[src/rtl/keypad_conditioner.sv]
// Keypad input conditioner: 2-FF synchronisers, press/release debounce FSM, enter strobe, digit latch, press counter.
// Optional build macro DIGIT_DEBOUNCE_EN additionally requires the digit switches to be stable before a press confirms.
module keypad_conditioner #(
  parameter int DEBOUNCE_CYCLES = 16,
  parameter int CNT_W           = 8
) (
  input  logic       clk,
  input  logic       rst_n,
  input  logic       btn_raw,
  input  logic [3:0] digit_raw,
  output logic       enter_pulse,
  output logic [3:0] digit_out,
  output logic       btn_held,
  output logic [7:0] press_count
);

  localparam logic [CNT_W-1:0] CNT_LAST = CNT_W'(DEBOUNCE_CYCLES - 1);
  localparam logic [CNT_W-1:0] CNT_MAX  = CNT_W'(DEBOUNCE_CYCLES);

  typedef enum logic [1:0] {
    IDLE      = 2'd0,
    PRESS_DEB = 2'd1,
    HELD      = 2'd2,
    REL_DEB   = 2'd3
  } state_t;

  state_t           state_q, state_d;
  logic             btn_m_q, btn_s_q;
  logic [3:0]       digit_m_q, digit_s_q;
  logic [CNT_W-1:0] cnt_q, cnt_d;
  logic             enter_pulse_q, enter_pulse_d;
  logic [3:0]       digit_out_q, digit_out_d;
  logic [7:0]       press_count_q, press_count_d;
  logic             digit_stable;

  function automatic logic [CNT_W-1:0] sat_inc(input logic [CNT_W-1:0] v);
    return (v < CNT_MAX) ? v + CNT_W'(1) : v;
  endfunction

  // Two-stage synchronisers for the asynchronous pins
  always_ff @(posedge clk) begin
    if (!rst_n) begin
      btn_m_q   <= 1'b0;
      btn_s_q   <= 1'b0;
      digit_m_q <= 4'd0;
      digit_s_q <= 4'd0;
    end else begin
      btn_m_q   <= btn_raw;
      btn_s_q   <= btn_m_q;
      digit_m_q <= digit_raw;
      digit_s_q <= digit_m_q;
    end
  end

`ifdef DIGIT_DEBOUNCE_EN
  logic [3:0]       digit_prev_q;
  logic [CNT_W-1:0] dcnt_q, dcnt_d;

  // Run length of the synced digit; restarts at 1 whenever it changes
  always_comb begin
    dcnt_d = sat_inc(dcnt_q);
    if (digit_s_q != digit_prev_q) begin
      dcnt_d = CNT_W'(1);
    end
  end

  always_ff @(posedge clk) begin
    if (!rst_n) begin
      digit_prev_q <= 4'd0;
      dcnt_q       <= '0;
    end else begin
      digit_prev_q <= digit_s_q;
      dcnt_q       <= dcnt_d;
    end
  end

  assign digit_stable = (dcnt_q >= CNT_MAX);
`else
  assign digit_stable = 1'b1;
`endif

  always_comb begin
    state_d       = state_q;
    cnt_d         = cnt_q;
    enter_pulse_d = 1'b0;
    digit_out_d   = digit_out_q;
    press_count_d = press_count_q;
    case (state_q)
      IDLE: begin
        if (btn_s_q) begin
          state_d = PRESS_DEB;
          cnt_d   = CNT_W'(1);
        end
      end
      PRESS_DEB: begin
        if (!btn_s_q) begin
          state_d = IDLE;
          cnt_d   = '0;
        end else if ((cnt_q >= CNT_LAST) && digit_stable) begin
          // cnt may sit saturated here while waiting for a stable digit
          state_d       = HELD;
          cnt_d         = '0;
          enter_pulse_d = 1'b1;
          digit_out_d   = digit_s_q;
          press_count_d = press_count_q + 8'd1;
        end else begin
          cnt_d = sat_inc(cnt_q);
        end
      end
      HELD: begin
        if (!btn_s_q) begin
          state_d = REL_DEB;
          cnt_d   = CNT_W'(1);
        end
      end
      REL_DEB: begin
        if (btn_s_q) begin
          state_d = HELD;
          cnt_d   = '0;
        end else if (cnt_q >= CNT_LAST) begin
          state_d = IDLE;
          cnt_d   = '0;
        end else begin
          cnt_d = sat_inc(cnt_q);
        end
      end
      default: begin
        state_d = IDLE;
        cnt_d   = '0;
      end
    endcase
  end

  always_ff @(posedge clk) begin
    if (!rst_n) begin
      state_q       <= IDLE;
      cnt_q         <= '0;
      enter_pulse_q <= 1'b0;
      digit_out_q   <= 4'd0;
      press_count_q <= 8'd0;
    end else begin
      state_q       <= state_d;
      cnt_q         <= cnt_d;
      enter_pulse_q <= enter_pulse_d;
      digit_out_q   <= digit_out_d;
      press_count_q <= press_count_d;
    end
  end

  assign enter_pulse = enter_pulse_q;
  assign digit_out   = digit_out_q;
  assign press_count = press_count_q;
  assign btn_held    = (state_q == HELD) || (state_q == REL_DEB);

endmodule
[config.mk]
export PLATFORM = sky130hd
export DESIGN_NAME = keypad_conditioner
export DESIGN_NICKNAME = d
export VERILOG_FILES = /design/src/rtl/keypad_conditioner.sv
export SDC_FILE = /design/constraint.sdc
export NUM_CORES = 1
export LEC_CHECK = 0
export CAP_MARGIN = 30
export CORE_AREA = 4 4 59 61
export CTS_BUF_LIST = sky130_fd_sc_hd__clkbuf_2 sky130_fd_sc_hd__clkbuf_4 sky130_fd_sc_hd__clkbuf_8
export CTS_CLUSTER_DIAMETER = 40
export CTS_CLUSTER_SIZE = 30
export DETAILED_ROUTE_END_ITERATION = 6
export DIE_AREA = 0 0 63 65
export GPL_TIMING_DRIVEN = 1
export PLACE_DENSITY = 0.66
export SLEW_MARGIN = 25
export SYNTH_ARGS = -nofsm -noshare
export SYNTH_HDL_FRONTEND = slang
export SYNTH_SLANG_ARGS = --single-unit
[constraint.sdc]
create_clock -name clk -period 3.46 [get_ports clk]
set_input_delay 0.346 -clock clk [delete_from_list [all_inputs] [get_ports clk]]
set_output_delay 0.346 -clock clk [all_outputs]
set_load 0.05 [all_outputs]
==> results of run 1 <==
## synth_stat cells, drive strengths merged (3+ instances only)
library cell  number  area share [%]
xnor2              4             2.8
and2              10             4.9
inv                3            0.88
mux2i              5             3.9
nor2              16             4.7
nand4              3             2.0
o31ai              3             1.8
nand2              4             1.2
dfxtp             33              52
a211oi             3             1.8
or4                3             1.8
nand3              6             3.3
a21oi              7             3.0
clkbuf             3            0.88
## metal layers
layer  global-route usage [%]  vias to the layer above  share of wire [%]
met3                     4.68                        5                6.9
li1                         -                      478                  -
met5                        0                        -                  0
met2                     19.0                       26                 46
met4                     8.54                        0                1.7
met1                     13.9                      419                 45
## cells by family (layout without fill, tap and decap cells)
family                   after synthesis  in the layout  share of synthesized area, %
flip-flops                            33             33                          51.9
AO/OA/AOI/OAI                         19             19                          10.3
XOR/XNOR                               6              6                          4.72
adder cells (fa/ha/maj)                2              2                          1.97
multiplexers                           5              5                          3.93
AND/OR/NAND/NOR                       50             50                          24.7
buffers and inverters                  8             31                          2.46
## metrics by stage
step | hold WS, ns | area (um2) | worst slack (ns)
floorplan | 0.412 | 1270 | 1.82
global placement | 0.416 | 1500 | 1.48
detailed placement | 0.417 | 1500 | 1.40
CTS | 0.439 | 1560 | 1.47
global route | 0.459 | 1560 | 1.40
finish | 0.437 | 1560 | 1.48
## registers in the layout (all words and copies together), names as in the netlist, named ones only
register and cells:
state_q 1, cnt_q 8, enter_pulse 1, digit_out 4
btn_m_q 1, digit_m_q 4, press_count 8, digit_s_q 4
btn_s_q 1
## final cells by class
type                       instances  area [um2]
clock buffer                       7        58.8
fill                             289        1420
inverter                           4        15.0
sequential                        33         661
timing repair buffer              20         200
tap                               33        41.3
multi-input combinational         82         581
## worst reg2reg max path, stage by stage, from the launching register on
cell and delay (ns):
dfxtp_1 0.39, ha_1 0.24, nand3_4 0.13, a21o_2 0.29, or4_1 0.51, a21oi_1 0.17
## final timing paths
| check | from | to | slack, ns | cells past startpoint |
|---|---|---|---|---|
| worst min-delay path | btn_m_q | btn_s_q | 0.44 | 1 |
| worst max-delay path | press_count[0] | press_count[0] | 1.48 | 1 |
| worst min register to register | btn_m_q | btn_s_q | 0.44 | 1 |
| worst max register to register | cnt_q[0] | press_count[6] | 1.65 | 5 |
## layout by cell type (no fill, tap or decap), types with 2 or more instances in the layout
cell type,instances
xnor2_1,4
inv_1,3
nand3_1,5
o31ai_1,3
a21oi_1,6
mux2i_1,5
nand4_1,2
dfxtp_1,33
a211oi_1,3
ha_1,2
nor2_1,16
clkbuf_4,6
nand2_1,4
and2_1,10
clkdlybuf4s50_1,20
or4_1,3
## power groups by stage
stage                     Clock [W]  Combinational (W)  Sequential [W]
after global routing       0.000250          0.0000255        0.000391
after global placement            0          0.0000222        0.000399
final                      0.000221          0.0000223        0.000390
after floorplan                   0          0.0000142        0.000397
after CTS                  0.000232          0.0000228        0.000390
after detailed placement          0          0.0000229        0.000399
==> metrics.md, run 1 <==
| Metric | Value |
|---|---|
| Status | complete, no violations |
| Global-route wire length before repair | 3.86 mm |
| Root Buffer Master | clkbuf_4 |
| Total power | 0.000633 W |
| Critical Path AT | 1.63 ns |
| ANT cells | 0 |
| Layout Cells excl Fill | 179 |
| Die H | 65 um |
| Peak Freq | 505 MHz |
| Final Hold Fails | 0 |
| Worst skew pair latency | 0.33 ns |
| Max incr delay on CP | 0.85 ns |
| Buf/Inv on CP | 1 |
| Synth-to-layout area growth | 22.3% |
| P_sw | 0.000131 W |
| Int Pwr | 0.000502 W |
| Worst hold path class | reg -> reg |
| Clock share of power | 34.9% |
| Initial Util | 42.7% |
| Vias per cell | 5.18 |
| RSZ-0062 raised after global routing | false |
| Largest net degree at the start of global routing | 19 |
| Setup Total Neg Slack | 0 ns |
| Number of setup buffers added after CTS | 0 |
| Via count | 928 |
| Placed cells | 172 |
| Slew @ Worst Pin | 0.525 ns |
| CTS Hold Bufs | 0 |
| Max-Slew Margin vs Limit | 64.8% |
| MaxCap Viol Count | 0 |
| DRC | 0 |
| CTS tree | built |
| Post-Syn Nets | 132 |
| Setup-failing EPs final | 0 |
| Yosys reg bits | 33 |
| Fin crit period | 1.98 ns |
| Post-Syn Area | 1270 um2 |
| Final GP Congestion | 0.697 |
| H-tree Lvls | 2 |
| Clk buf depth | 2 |
| Ys Warns | 0 |
| Nets | 155 |
| Vias in the first global route | 905 |
| Layout cells sized above 1 | 12.3% |
| 1st-iter DRT viols | 30 |
| FP Rows | 20 |
| Max VDD drop | 0.000309 V |
| CP Capture Type | output port |
| Antenna viol nets, final | 0 |
| Crit path max fanout | 6 |
| Clock tree sinks | 33 |
| Core Util, Final | 52.3% |
| Crit Path Class | reg -> out |
| Post-CTS resize count | 0 |
| CP top delay family | buffers and inverters |
| Max-slew violations | 0 |
| Port bufs | 20 |
| Worst EP required | 3.11 ns |
| Overall routing resource usage | 12.3% |
| Die ar. | 4100 um2 |
| Worst Skew | 0.00752 ns |
| DP HPWL | 1.55 mm |
| Clock Pin Slew Worst Setup and Hold Paths | 0.10 ns |
| Top_reg_cell synth | dfxtp_1 |
| Syn Area/Cell | 10.3 um2 |
| Worst path slowest cell | clkdlybuf4s50_1 |
| Setup crit start kind | flop |
| Number of synthesized flops with an enable pin | 0 |
| Ys async rst share | 0% |
| Sw frac | 20.8% |
| Die width | 63 um |
| Part of the Yosys area used for sequential elements | 51.9% |
| Initial antenna violation count | 0 |
| GRT Residual Overflow | 0 |
| Wire length per cell | 12.4 um |
| DRT Pass-1 Iters | 4 |
| Yosys cell types | 36 |
| Lkg Pwr | 0.573 nW |
| Post-Syn Instances | 123 |
| Core ar. | 2980 um2 |
| Fin crit share | 57.2% |
| TritonCTS buffer count | 5 |
| Num ports | 21 |
| Comb pwr share | 3.5% |
| Routed WL | 2.22 mm |
| Crit-path cells | clkdlybuf4s50_1 |
| Sequential share of power | 61.6% |
| PwrDens | 407 nW/um2 |
Power figures use the tool's default switching activity.
==> run 2: changes to the inputs <==
--- a/config.mk
+++ b/config.mk
@@ -13,7 +13,7 @@
 export DETAILED_ROUTE_END_ITERATION = 6
 export DIE_AREA = 0 0 63 65
 export GPL_TIMING_DRIVEN = 1
-export PLACE_DENSITY = 0.66
+export PLACE_DENSITY = 0.69
 export SLEW_MARGIN = 25
 export SYNTH_ARGS = -nofsm -noshare
 export SYNTH_HDL_FRONTEND = slang
==> constraint.sdc (replaced) <==
create_clock -name clk -period 1.8 [get_ports clk]
set_input_delay 0.18 -clock clk [delete_from_list [all_inputs] [get_ports clk]]
set_output_delay 0.18 -clock clk [all_outputs]
set_load 0.05 [all_outputs]
==> metrics.md, run 2 (same netlist as run 1, synthesis figures left out) <==
| Metric | Value |
|---|---|
| H-tree Lvls | 2 (unchanged) |
| Setup crit start kind | flop |
| PwrDens | 903 nW/um2 (+120%) |
| Die H | 65 um (unchanged) |
| Die width | 63 um (unchanged) |
| Antenna viol nets, final | 0 (unchanged) |
| Wire length per cell | 12.6 um (+1.9%) |
| Global-route wire length before repair | 4.08 mm (+5.7%) |
| Setup-failing EPs final | 0 (unchanged) |
| Pre-CTS WS | 0.0721 ns (-1.32 ns) |
| Crit Path Class | reg -> out |
| Slew @ Worst Pin | 0.510 ns (-0.0152 ns) |
| GRT Residual Overflow | 0 (unchanged) |
| Nets | 159 (+2.6%) |
| Most common cell after layout, fill and taps aside | dfxtp_1 |
| Peak Freq | 574 MHz |
| Worst Skew | 0.0104 ns (+0.00287 ns) |
| Worst path slowest cell | clkdlybuf4s50_1 |
| Max-Slew Margin vs Limit | 65.8% (+1.1 points) |
| CP Capture Type | output port |
| Fin crit share | 96.8% |
| Setup ws final | 0.0577 ns (-1.42 ns) |
| Final Hold Fails | 0 (unchanged) |
| Synth-to-layout area growth | 28.9% |
| Via count | 970 (+4.5%) |
| Root Buffer Master | clkbuf_4 |
| Buf/Inv on CP | 1 (unchanged) |
| DRT Pass-1 Iters | 4 (unchanged) |
| Core ar. | 2980 um2 (unchanged) |
| Worst EP required | 1.62 ns (-1.49 ns) |
| Vias per cell | 5.27 (+1.7%) |
| Status | complete, no violations |
| Most frequent cells in the layout | dfxtp_1, nor2_1, clkdlybuf4s50_1 |
| CP top delay family | buffers and inverters |
| CTS Hold Bufs | 0 (unchanged) |
| Critical Path AT | 1.56 ns (-0.07 ns) |
| Vias in the first global route | 944 (+4.3%) |
| Max VDD drop | 0.000495 V (+60%) |
| Crit path max fanout | 5 (-1) |
| Largest net degree at the start of global routing | 19 (unchanged) |
| Placed cells | 176 (+2.3%) |
| Initial antenna violation count | 0 (unchanged) |
| Worst hold path class | in -> reg |
| Post-CTS resize count | 1 (+1) |
| Max incr delay on CP | 0.83 ns (-0.02 ns) |
| Layout Cells excl Fill | 184 (+2.8%) |
| Num ports | 21 (unchanged) |
| DRC | 0 (unchanged) |
| Number of setup buffers added after CTS | 0 (unchanged) |
| Lkg Pwr | 0.658 nW (+15%) |
| Layout cells sized above 1 | 18.5% (+6.2 points) |
| TritonCTS buffer count | 5 (unchanged) |
| Core Util, Final | 55.1% (+2.8 points) |
| CTS tree | built |
| Max-slew violations | 0 (unchanged) |
| Initial Util | 42.7% (unchanged) |
| Crit-path cells | clkdlybuf4s50_1 |
| RSZ-0062 raised after global routing | false |
| Clock Pin Slew Worst Setup and Hold Paths | 0.11 ns (about the same) |
| Port bufs | 20 (unchanged) |
| Routed WL | 2.32 mm (+4.8%) |
| ANT cells | 0 (unchanged) |
| FP Rows | 20 (unchanged) |
| Worst skew pair latency | 0.33 ns (about the same) |
| DP HPWL | 1.61 mm (+3.5%) |
| Die ar. | 4100 um2 (unchanged) |
| Final GP Congestion | 0.782 (+12%) |
| Fin crit period | 1.74 ns |
| MaxCap Viol Count | 0 (unchanged) |
| Overall routing resource usage | 12.9% (+0.59 points) |
| 1st-iter DRT viols | 35 (+17%) |
| Setup Total Neg Slack | 0 ns (unchanged) |
| Clock tree sinks | 33 (unchanged) |
| Clk buf depth | 2 (unchanged) |
[run 2: power breakdown]
part / internal (W) / switching [W] / leakage, nW / total, W
logic: 0.0000254 / 0.0000234 / 0.333 / 0.0000488
registers: 0.000743 / 0.00000605 / 0.269 / 0.000749
clock network: 0.000430 / 0.000253 / 0.0552 / 0.000683
[run 2: final cells by class]
class | instances | area, um2
multi-input combinational | 82 | 589
tap | 33 | 41.3
timing repair buffer | 24 | 229
clock inverter | 3 | 65.1
inverter | 4 | 15.0
clock buffer | 5 | 37.5
fill | 271 | 1340
sequential | 33 | 663
[run 2: worst paths after layout]
kind / to / slack [ns] / start / depth (start not counted)
worst min register to register: btn_s_q / 0.44 / btn_m_q / 1
worst min-delay path: digit_m_q[2] / 0.41 / digit_raw[2] / 2
worst max register to register: press_count[5] / 0.10 / cnt_q[0] / 5
worst max-delay path: press_count[5] / 0.06 / press_count[5] / 1
[run 2: per-stage QoR]
step,cell area (um2),power (W),hold WS [ns]
after detailed placement,1520,0.000815,0.419
after global placement,1520,0.000812,0.414
after CTS,1620,0.00149,0.399
final,1640,0.00148,0.411
after global routing,1640,0.00153,0.401
after floorplan,1270,0.000791,0.307
[run 2: per-layer routing]
layer	routed length, um	global-route usage (%)	part of all wire [%]
met4	69	7.99	3.0
met5	0	0	0
met3	106	4.33	4.6
met1	1080	13.8	47
met2	1070	21.7	46
